<file path="src/rtl/pwm_pkg.sv">
// Shared definitions for the PWM duty ramp controller: FSM encoding,
// default duty width and the step-size helper.
package pwm_pkg;

  localparam int DUTY_W_DEF = 8;

  typedef logic [1:0] ramp_state_t;

  localparam logic [1:0] ST_IDLE = 2'd0;
  localparam logic [1:0] ST_UP   = 2'd1;
  localparam logic [1:0] ST_DOWN = 2'd2;

  // A programmed step of zero would stall the ramp forever, so it moves by one.
  function automatic logic [3:0] eff_step(input logic [3:0] step);
    return (step == 4'd0) ? 4'd1 : step;
  endfunction

endpackage

</file>
<file path="src/rtl/ramp_prescaler.sv">
// Rate prescaler for the duty ramp: counts 0..i_div and pulses o_tick on the
// terminal count, then wraps. i_clear holds the count at zero.
module ramp_prescaler #(
  parameter int DIV_W = 16
) (
  input  logic             i_clk,
  input  logic             i_rst_n,
  input  logic             i_clear,
  input  logic [DIV_W-1:0] i_div,
  output logic             o_tick
);

  logic [DIV_W-1:0] r_count;

  assign o_tick = (r_count == i_div);

  always_ff @(posedge i_clk or negedge i_rst_n) begin
    if (!i_rst_n) begin
      r_count <= '0;
    end else if (i_clear || o_tick) begin
      r_count <= '0;
    end else begin
      r_count <= r_count + 1'b1;
    end
  end

endmodule

</file>
<file path="src/rtl/pwm_duty_ramp_ctrl.sv">
// Slews the PWM duty toward the SPI target in programmable steps/rate.
// Optional build macro PWM_RAMP_ZERO_SNAP_EN: target 0 snaps duty to 0 at once.
module pwm_duty_ramp_ctrl
  import pwm_pkg::*;
#(
  parameter int DUTY_W = DUTY_W_DEF,
  parameter int DIV_W  = 16
) (
  input  logic              i_clk,
  input  logic              i_rst_n,
  input  logic              i_enable,
  input  logic [DUTY_W-1:0] i_target_duty,
  input  logic [3:0]        i_step_size,
  input  logic [DIV_W-1:0]  i_ramp_div,
  output logic [DUTY_W-1:0] o_duty_out,
  output logic              o_busy,
  output logic              o_done
);

  ramp_state_t              r_state;
  ramp_state_t              w_state_nxt;
  logic [DUTY_W-1:0]        r_duty;
  logic [DUTY_W-1:0]        w_duty_nxt;
  logic                     r_done;
  logic                     w_done_nxt;
  logic                     w_clear;
  logic                     w_tick;
  logic [3:0]               w_step;
  logic [DUTY_W:0]          w_up_sum;
  logic signed [DUTY_W+1:0] w_dn_diff;
  logic [DUTY_W-1:0]        w_up_duty;
  logic [DUTY_W-1:0]        w_dn_duty;

  assign w_clear = (r_state == ST_IDLE) || !i_enable;

  ramp_prescaler #(.DIV_W(DIV_W)) u_prescaler (
    .i_clk   (i_clk),
    .i_rst_n (i_rst_n),
    .i_clear (w_clear),
    .i_div   (i_ramp_div),
    .o_tick  (w_tick)
  );

  // Widened arithmetic so a step can neither wrap past full scale nor below zero.
  assign w_step    = eff_step(i_step_size);
  assign w_up_sum  = {1'b0, r_duty} + {{(DUTY_W-3){1'b0}}, w_step};
  assign w_dn_diff = $signed({2'b00, r_duty}) - $signed({{(DUTY_W-2){1'b0}}, w_step});
  assign w_up_duty = (w_up_sum > {1'b0, i_target_duty}) ? i_target_duty
                                                         : w_up_sum[DUTY_W-1:0];
  assign w_dn_duty = (w_dn_diff < $signed({2'b00, i_target_duty})) ? i_target_duty
                                                                    : w_dn_diff[DUTY_W-1:0];

  always_comb begin
    w_state_nxt = r_state;
    w_duty_nxt  = r_duty;
    w_done_nxt  = 1'b0;
    if (!i_enable) begin
      w_state_nxt = ST_IDLE;
`ifdef PWM_RAMP_ZERO_SNAP_EN
    end else if (i_target_duty == '0) begin
      w_state_nxt = ST_IDLE;
      w_duty_nxt  = '0;
      w_done_nxt  = (r_duty != '0);
`endif
    end else begin
      case (r_state)
        ST_IDLE: begin
          if (i_target_duty > r_duty)      w_state_nxt = ST_UP;
          else if (i_target_duty < r_duty) w_state_nxt = ST_DOWN;
        end
        ST_UP: begin
          if (i_target_duty == r_duty) begin
            w_state_nxt = ST_IDLE;
            w_done_nxt  = 1'b1;
          end else if (i_target_duty < r_duty) begin
            w_state_nxt = ST_DOWN;
          end else if (w_tick) begin
            w_duty_nxt = w_up_duty;
            if (w_up_duty == i_target_duty) begin
              w_state_nxt = ST_IDLE;
              w_done_nxt  = 1'b1;
            end
          end
        end
        ST_DOWN: begin
          if (i_target_duty == r_duty) begin
            w_state_nxt = ST_IDLE;
            w_done_nxt  = 1'b1;
          end else if (i_target_duty > r_duty) begin
            w_state_nxt = ST_UP;
          end else if (w_tick) begin
            w_duty_nxt = w_dn_duty;
            if (w_dn_duty == i_target_duty) begin
              w_state_nxt = ST_IDLE;
              w_done_nxt  = 1'b1;
            end
          end
        end
        default: w_state_nxt = ST_IDLE;
      endcase
    end
  end

  always_ff @(posedge i_clk or negedge i_rst_n) begin
    if (!i_rst_n) begin
      r_state <= ST_IDLE;
      r_duty  <= '0;
      r_done  <= 1'b0;
    end else begin
      r_state <= w_state_nxt;
      r_duty  <= w_duty_nxt;
      r_done  <= w_done_nxt;
    end
  end

  assign o_duty_out = r_duty;
  assign o_busy     = (r_state != ST_IDLE);
  assign o_done     = r_done;

endmodule

</file>
<file path="config.mk">
export PLATFORM = sky130hd
export DESIGN_NAME = pwm_duty_ramp_ctrl
export DESIGN_NICKNAME = d
export VERILOG_FILES = /design/src/rtl/pwm_pkg.sv /design/src/rtl/ramp_prescaler.sv /design/src/rtl/pwm_duty_ramp_ctrl.sv
export SDC_FILE = /design/constraint.sdc
export NUM_CORES = 1
export LEC_CHECK = 0
export BUFFER_PORTS_ARGS = -buffer_cell sky130_fd_sc_hd__buf_2
export CAP_MARGIN = 20
export CORE_MARGIN = 10
export CORE_UTILIZATION = 50
export CTS_BUF_LIST = sky130_fd_sc_hd__clkbuf_16
export DETAILED_ROUTE_END_ITERATION = 8
export GPL_ROUTABILITY_DRIVEN = 0
export PLACE_DENSITY = 0.71
export SLEW_MARGIN = 30
export SYNTH_ARGS = -nofsm -noshare
export SYNTH_HDL_FRONTEND = slang
export SYNTH_SLANG_ARGS = --single-unit
</file>
<file path="constraint.sdc">
create_clock -name i_clk -period 5.6 [get_ports i_clk]
set_input_delay 0.84 -clock i_clk [delete_from_list [all_inputs] [get_ports i_clk]]
set_output_delay 0.84 -clock i_clk [all_outputs]
set_load 0.02 [all_outputs]
</file>
; ---- After elaboration in Yosys (flattened, before gate mapping)
; Cells that the tools add are included.
[totals]
register_bits = 27
wordCells = 70
in_bits = 31
output_inout_bits = 10
[classes]
order_cmp = 4
reduce_logical = 9
eq_ne = 17
muxes = 33
n_addsub = 3
[ops]
columns = operator, count
row1 = 2-to-1 mux 8 bit, 8
row2 = equality test 8 bit, 3
row3 = 2-to-1 mux 2 bit, 11
row4 = adder 16 x 1 -> 16 bit (second input constant), 1
row5 = equality test 16 bit, 1
row6 = 2-to-1 mux 16 bit, 1
row7 = one-hot mux 8 bit (2 select lines), 1
row8 = != test 5 x 4 -> 1 bit (second input constant), 2
row9 = != test 5 bit (second input constant), 2
row10 = adder 8 x 4 -> 9 bit, 1
row11 = > comparator 9 x 8 -> 1 bit, 1
row12 = < comparator 9 bit, 1
row13 = 2-to-1 mux 1 bit, 9
row14 = subtractor 8 x 4 -> 9 bit, 1
row15 = > comparator 8 bit, 1
row16 = < comparator 8 bit, 1
row17 = != test 2 bit (second input constant), 4
row18 = AND reduction 8 bit, 1
row19 = one-hot mux 2 bit (3 select lines), 1
row20 = AND reduction 5 bit, 1
row21 = logical NOT 4 bit, 1
row22 = 2-to-1 mux 4 bit, 1
row23 = != test 2 x 1 -> 1 bit (second input constant), 2
row24 = != test 4 x 2 -> 1 bit (second input constant), 1
row25 = 7 further kinds, 9

; ---- Longest topological paths before layout
[logic_depth]
word_depth = 12
ltp_mapped = 17
depth_no_buf = 17

; ---- Hierarchy
; From an unflattened synthesis, not the netlist that was laid out.
[hier_totals]
hier_cells = 361
area_unflattened_um2 = 3080.5
[modules_own_cells]
columns = mod, instances, seq_area_each_um2, area_each_um2, cells_per_inst
row1 = pwm_duty_ramp_ctrl, 1, 275.3, 2098.3, 261
row2 = ramp_prescaler, 1, 400.4, 982.2, 100

; ---- Least setup slack after synthesis
; No wires, ideal clock.
[synth_path]
path_kind = input to register
from = in i_step_size[1]
to = reg r_state[0]
path_buffers = 0
t_arrival_ns = 4.203
setup_slack_ns = 1.270
cell_stages = 17
setup_ns = 0.128
t_required_ns = 5.472
cell_sequence = inv_1 a31o_2 ha_1 inv_1 fa_1 a21o_1 a2111oi_1 xnor2_1 ha_1 o21a_1 o2bb2ai_1 a31o_2 nor2_1 nor2_1 nor3_1 a211oi_2 mux2_1
[synth_via]
elab_chain_len = 8
elab_cells_between_ends = 13
cone_classes = 2 x add/sub / 2 x order compare / 4 x eq/ne / 3 x mux / 2 x reduce/logical
[synth_lines]
columns = element, line
row1 = start: declaration, pwm_duty_ramp_ctrl.sv:13  ; input logic [3:0] i_step_size,
row2 = logical NOT 4 bit, pwm_pkg.sv:15  ; return (step == 4'd0) ? 4'd1 : step;
row3 = 2-to-1 mux 4 bit (*), pwm_pkg.sv:15
row4 = adder 8 x 4 -> 9 bit or subtractor 8 x 4 -> 9 bit (tied branches), "pwm_duty_ramp_ctrl.sv:46, pwm_duty_ramp_ctrl.sv:47"
row5 = > comparator 9 x 8 -> 1 bit or < comparator 9 bit (tied branches), "pwm_duty_ramp_ctrl.sv:48, pwm_duty_ramp_ctrl.sv:50"
row6 = "2-to-1 mux 8 bit, on equally long branches", "pwm_duty_ramp_ctrl.sv:48, pwm_duty_ramp_ctrl.sv:50"
row7 = "equality test 8 bit, on equally long branches", "pwm_duty_ramp_ctrl.sv:79, pwm_duty_ramp_ctrl.sv:93"
row8 = != test 5 bit (no line), -
row9 = AND reduction 5 bit (no line) (*), -
row10 = end signal: assignment, pwm_duty_ramp_ctrl.sv:110  ; r_state <= w_state_nxt;
row11 = end: declaration, pwm_duty_ramp_ctrl.sv:20  ; ramp_state_t r_state;
; Mark *: on every way between the ends. The rest lies on a longest branch, timed or not.
; A chain may end at the register's enable or synchronous reset.

; ---- Worst setup path in the final report
[layout_path]
from = in i_step_size[1]
to = reg r_state[1]
; Same word-level chain as after synthesis.

==> flow_metrics.tcl <==
set metrics [dict create \
    wirelength_um 7460 \
    cts_root_buf "clkbuf_16" \
    clock.fmax_mhz 212 \
    post-dp-hpwl_um 6180 \
    syn_to_final_growth_pct 11.6 \
    syn_inst 342 \
    cts_tree "done" \
    fin_util_pct 58.5 \
    hold_slack_ps 579 \
    wl_per_cell_um 16.6 \
    yosysSeqAreaShare_pct 22.8 \
    synth_cell_types 62 \
    max_cap_violations 0 \
    critPathKind "in2reg" \
    synth.yosys.warnings 0 \
    first_pass_iters 5 \
    rsz0062_at_grt "false" \
    synthTopCellsByArea "dfrtp_1 (23%), ha_1 (16%), xor2_1 (7.4%)" \
    holdCritPathClass "in2async" \
    wl_met1_um 3340 \
    yosys-top-cells-count "ha_1 (37), inv_1 (32), nor2_1 (32), dfrtp_1 (27), xor2_1 (25)" \
    cp.arrival_ps 4860 \
    nets 449 \
    syn_avg_cell_area_sq_um 8.66 \
    yosysTopAreaCellShare_pct 22.8 \
    ys_seq_elements 27 \
    reg2reg_slack_ps 1350 \
    drive_gt1_share_pct 16.1 \
    max-vdd-ir-drop_uv 104 \
    drtAntennaViolNets 0 \
    diodes 0 \
    cts_resized 0 \
    crit_required_ps 5740 \
    cp-start-kind "input port" \
    pre_cts_slack_ps 664 \
    placed_cell_area_sq_mm 0.00322 \
    ctsHoldBuffers 0 \
    min_period_ps 4720 \
    ys.flop_type "dfrtp_1" \
    clk_path_buf_depth 2 \
    finClkSkew_ps 3.08 \
    num_vias 2613 \
    highest_layer "met4" \
    yosysMostFrequentCell "ha_1" \
    drc 0 \
    die_h_um 96.9 \
    port_buffers 40 \
    clk_latency_ps 260 \
    post-route-period-util_pct 84.2 \
    drt_iter0_markers 207 \
    grt_max_degree 28 \
    cts_buffers 3 \
    worst_pin_slew_ps 764 \
    critPathMaxFanout 5 \
    wl_met3_um 565 \
    synth_fp_nets 412 \
    setup_tns_ps 0 \
    outcome "finished clean" \
    htree_levels 1 \
    slew_viol_final 0 \
    antenna_found_initial 0 \
    wl_met2_um 3500 \
    leakage_uw 0.00159 \
    setup_viol 0 \
    grt_pass1_vias 2652 \
    clkTransAtPathRegs_ps 70 \
    rows 27 \
    ys_async_sr_fraction_pct 100 \
    vias_per_cell 5.81 \
    p_per_area_mw_per_mm2 167 \
    syn_area_sq_mm 0.00296 \
    postCtsSetupBuffers 0 \
    start_util_pct 52.5 \
    fin_ws_ps 884 \
    finalHoldViolations 0 \
    max-slew-margin-rel_pct 49.0 \
    design_area_sq_mm 0.00330 \
    grt_pass1_wl_um 12600 \
    die-area_sq_mm 0.00940 \
    fp.dieW_um 96.9 \
    grt_overflow 0 \
    io_pins 41 \
    core-area_sq_mm 0.00564 \
    synth_edf_count 0 \
    yosysTopAreaCell "dfrtp_1" \
    cts_sinks 27 \
    end_kind "flop" \
    grtUsageTotal_pct 15.5 \
]
-- cells in the final DEF (no fill, tap or decap), drive strengths merged, types with 4 or more instances in the layout --
cell,n
inv,32
mux2i,5
nor3,9
a21oi,23
ha,37
mux2,6
xor2,26
a211oi,4
nand2,20
nor2,32
xnor2,22
a21o,4
or3,4
nand3,13
buf,40
dfrtp,27
nor4,4
o21ai,13
and3,5
-- cell families after synthesis --
group                      count (synthesis)  synth area share (%)
AOI/OAI and AO/OA                         71                  16.5
xor gates and xnor gates                  51                  17.0
adders and majority gates                 39                  17.0
buffers and inverters                     40                  5.07
DFF                                       27                  22.8
muxes                                     11                  3.97
and+or+nand+nor                          103                  17.6
-- flip-flops by register name, indices dropped and copies added (netlist names) --
name,cells
u_prescaler.r_count,16
o_done,1
r_state,2
o_duty_out,8
-- power by group --
part | switching, uW | internal (uW)
logic | 108 | 74.2
registers | 6.11 | 199
clock network | 68.1 | 97.1
total | 182 | 370
-- cell type report --
| cell class | count | area [sq um] |
|---|---|---|
| Fill cell | 543 | 2340 |
| Multi-Input combinational cell | 275 | 2130 |
| Sequential cell | 27 | 676 |
| Timing Repair Buffer | 40 | 200 |
| Inverter | 32 | 120 |
| Tap cell | 72 | 90.1 |
| Clock buffer | 3 | 75.1 |
| Clock inverter | 1 | 7.51 |
-- worst max-delay path, cell delays in order --
cell,delay (ps)
buf_2,120
inv_1,120
a31o_2,200
ha_1,150
inv_1,50
fa_1,400
a21o_1,220
a2111oi_1,750
xnor2_1,190
ha_1,240
nor3_1,270
nand2_1,90
a31oi_1,230
nor2_1,150
a21bo_1,200
a211oi_2,280
mux2_1,360
-- metrics by stage --
stage          total power [uW]  instances
3_3_place_gp                384        446
5_1_grt                     589        450
4_1_cts                     556        450
2_1_floorplan               334        342
6_report                    552        450
3_5_place_dp                388        446
-- worst paths after layout --
kind                                    startpoint                      end  depth (start not counted)
setup / recovery                    i_step_size[1]               r_state[1]                         17
max in group asynchronous                  i_rst_n   u_prescaler.r_count[7]                          1
hold reg to reg            u_prescaler.r_count[15]  u_prescaler.r_count[15]                          2
hold / removal                             i_rst_n                   o_done                          1
setup reg to reg                     o_duty_out[0]               r_state[1]                         15
min in group i_clk         u_prescaler.r_count[15]  u_prescaler.r_count[15]                          2
-- routing by layer --
layer	vias to the layer above	track usage [%]
li1	1280	-
met1	1236	20.8
met2	88	25.1
met3	9	3.34
met4	0	2.59
met5	-	0
(Power assumes the default switching activity.)
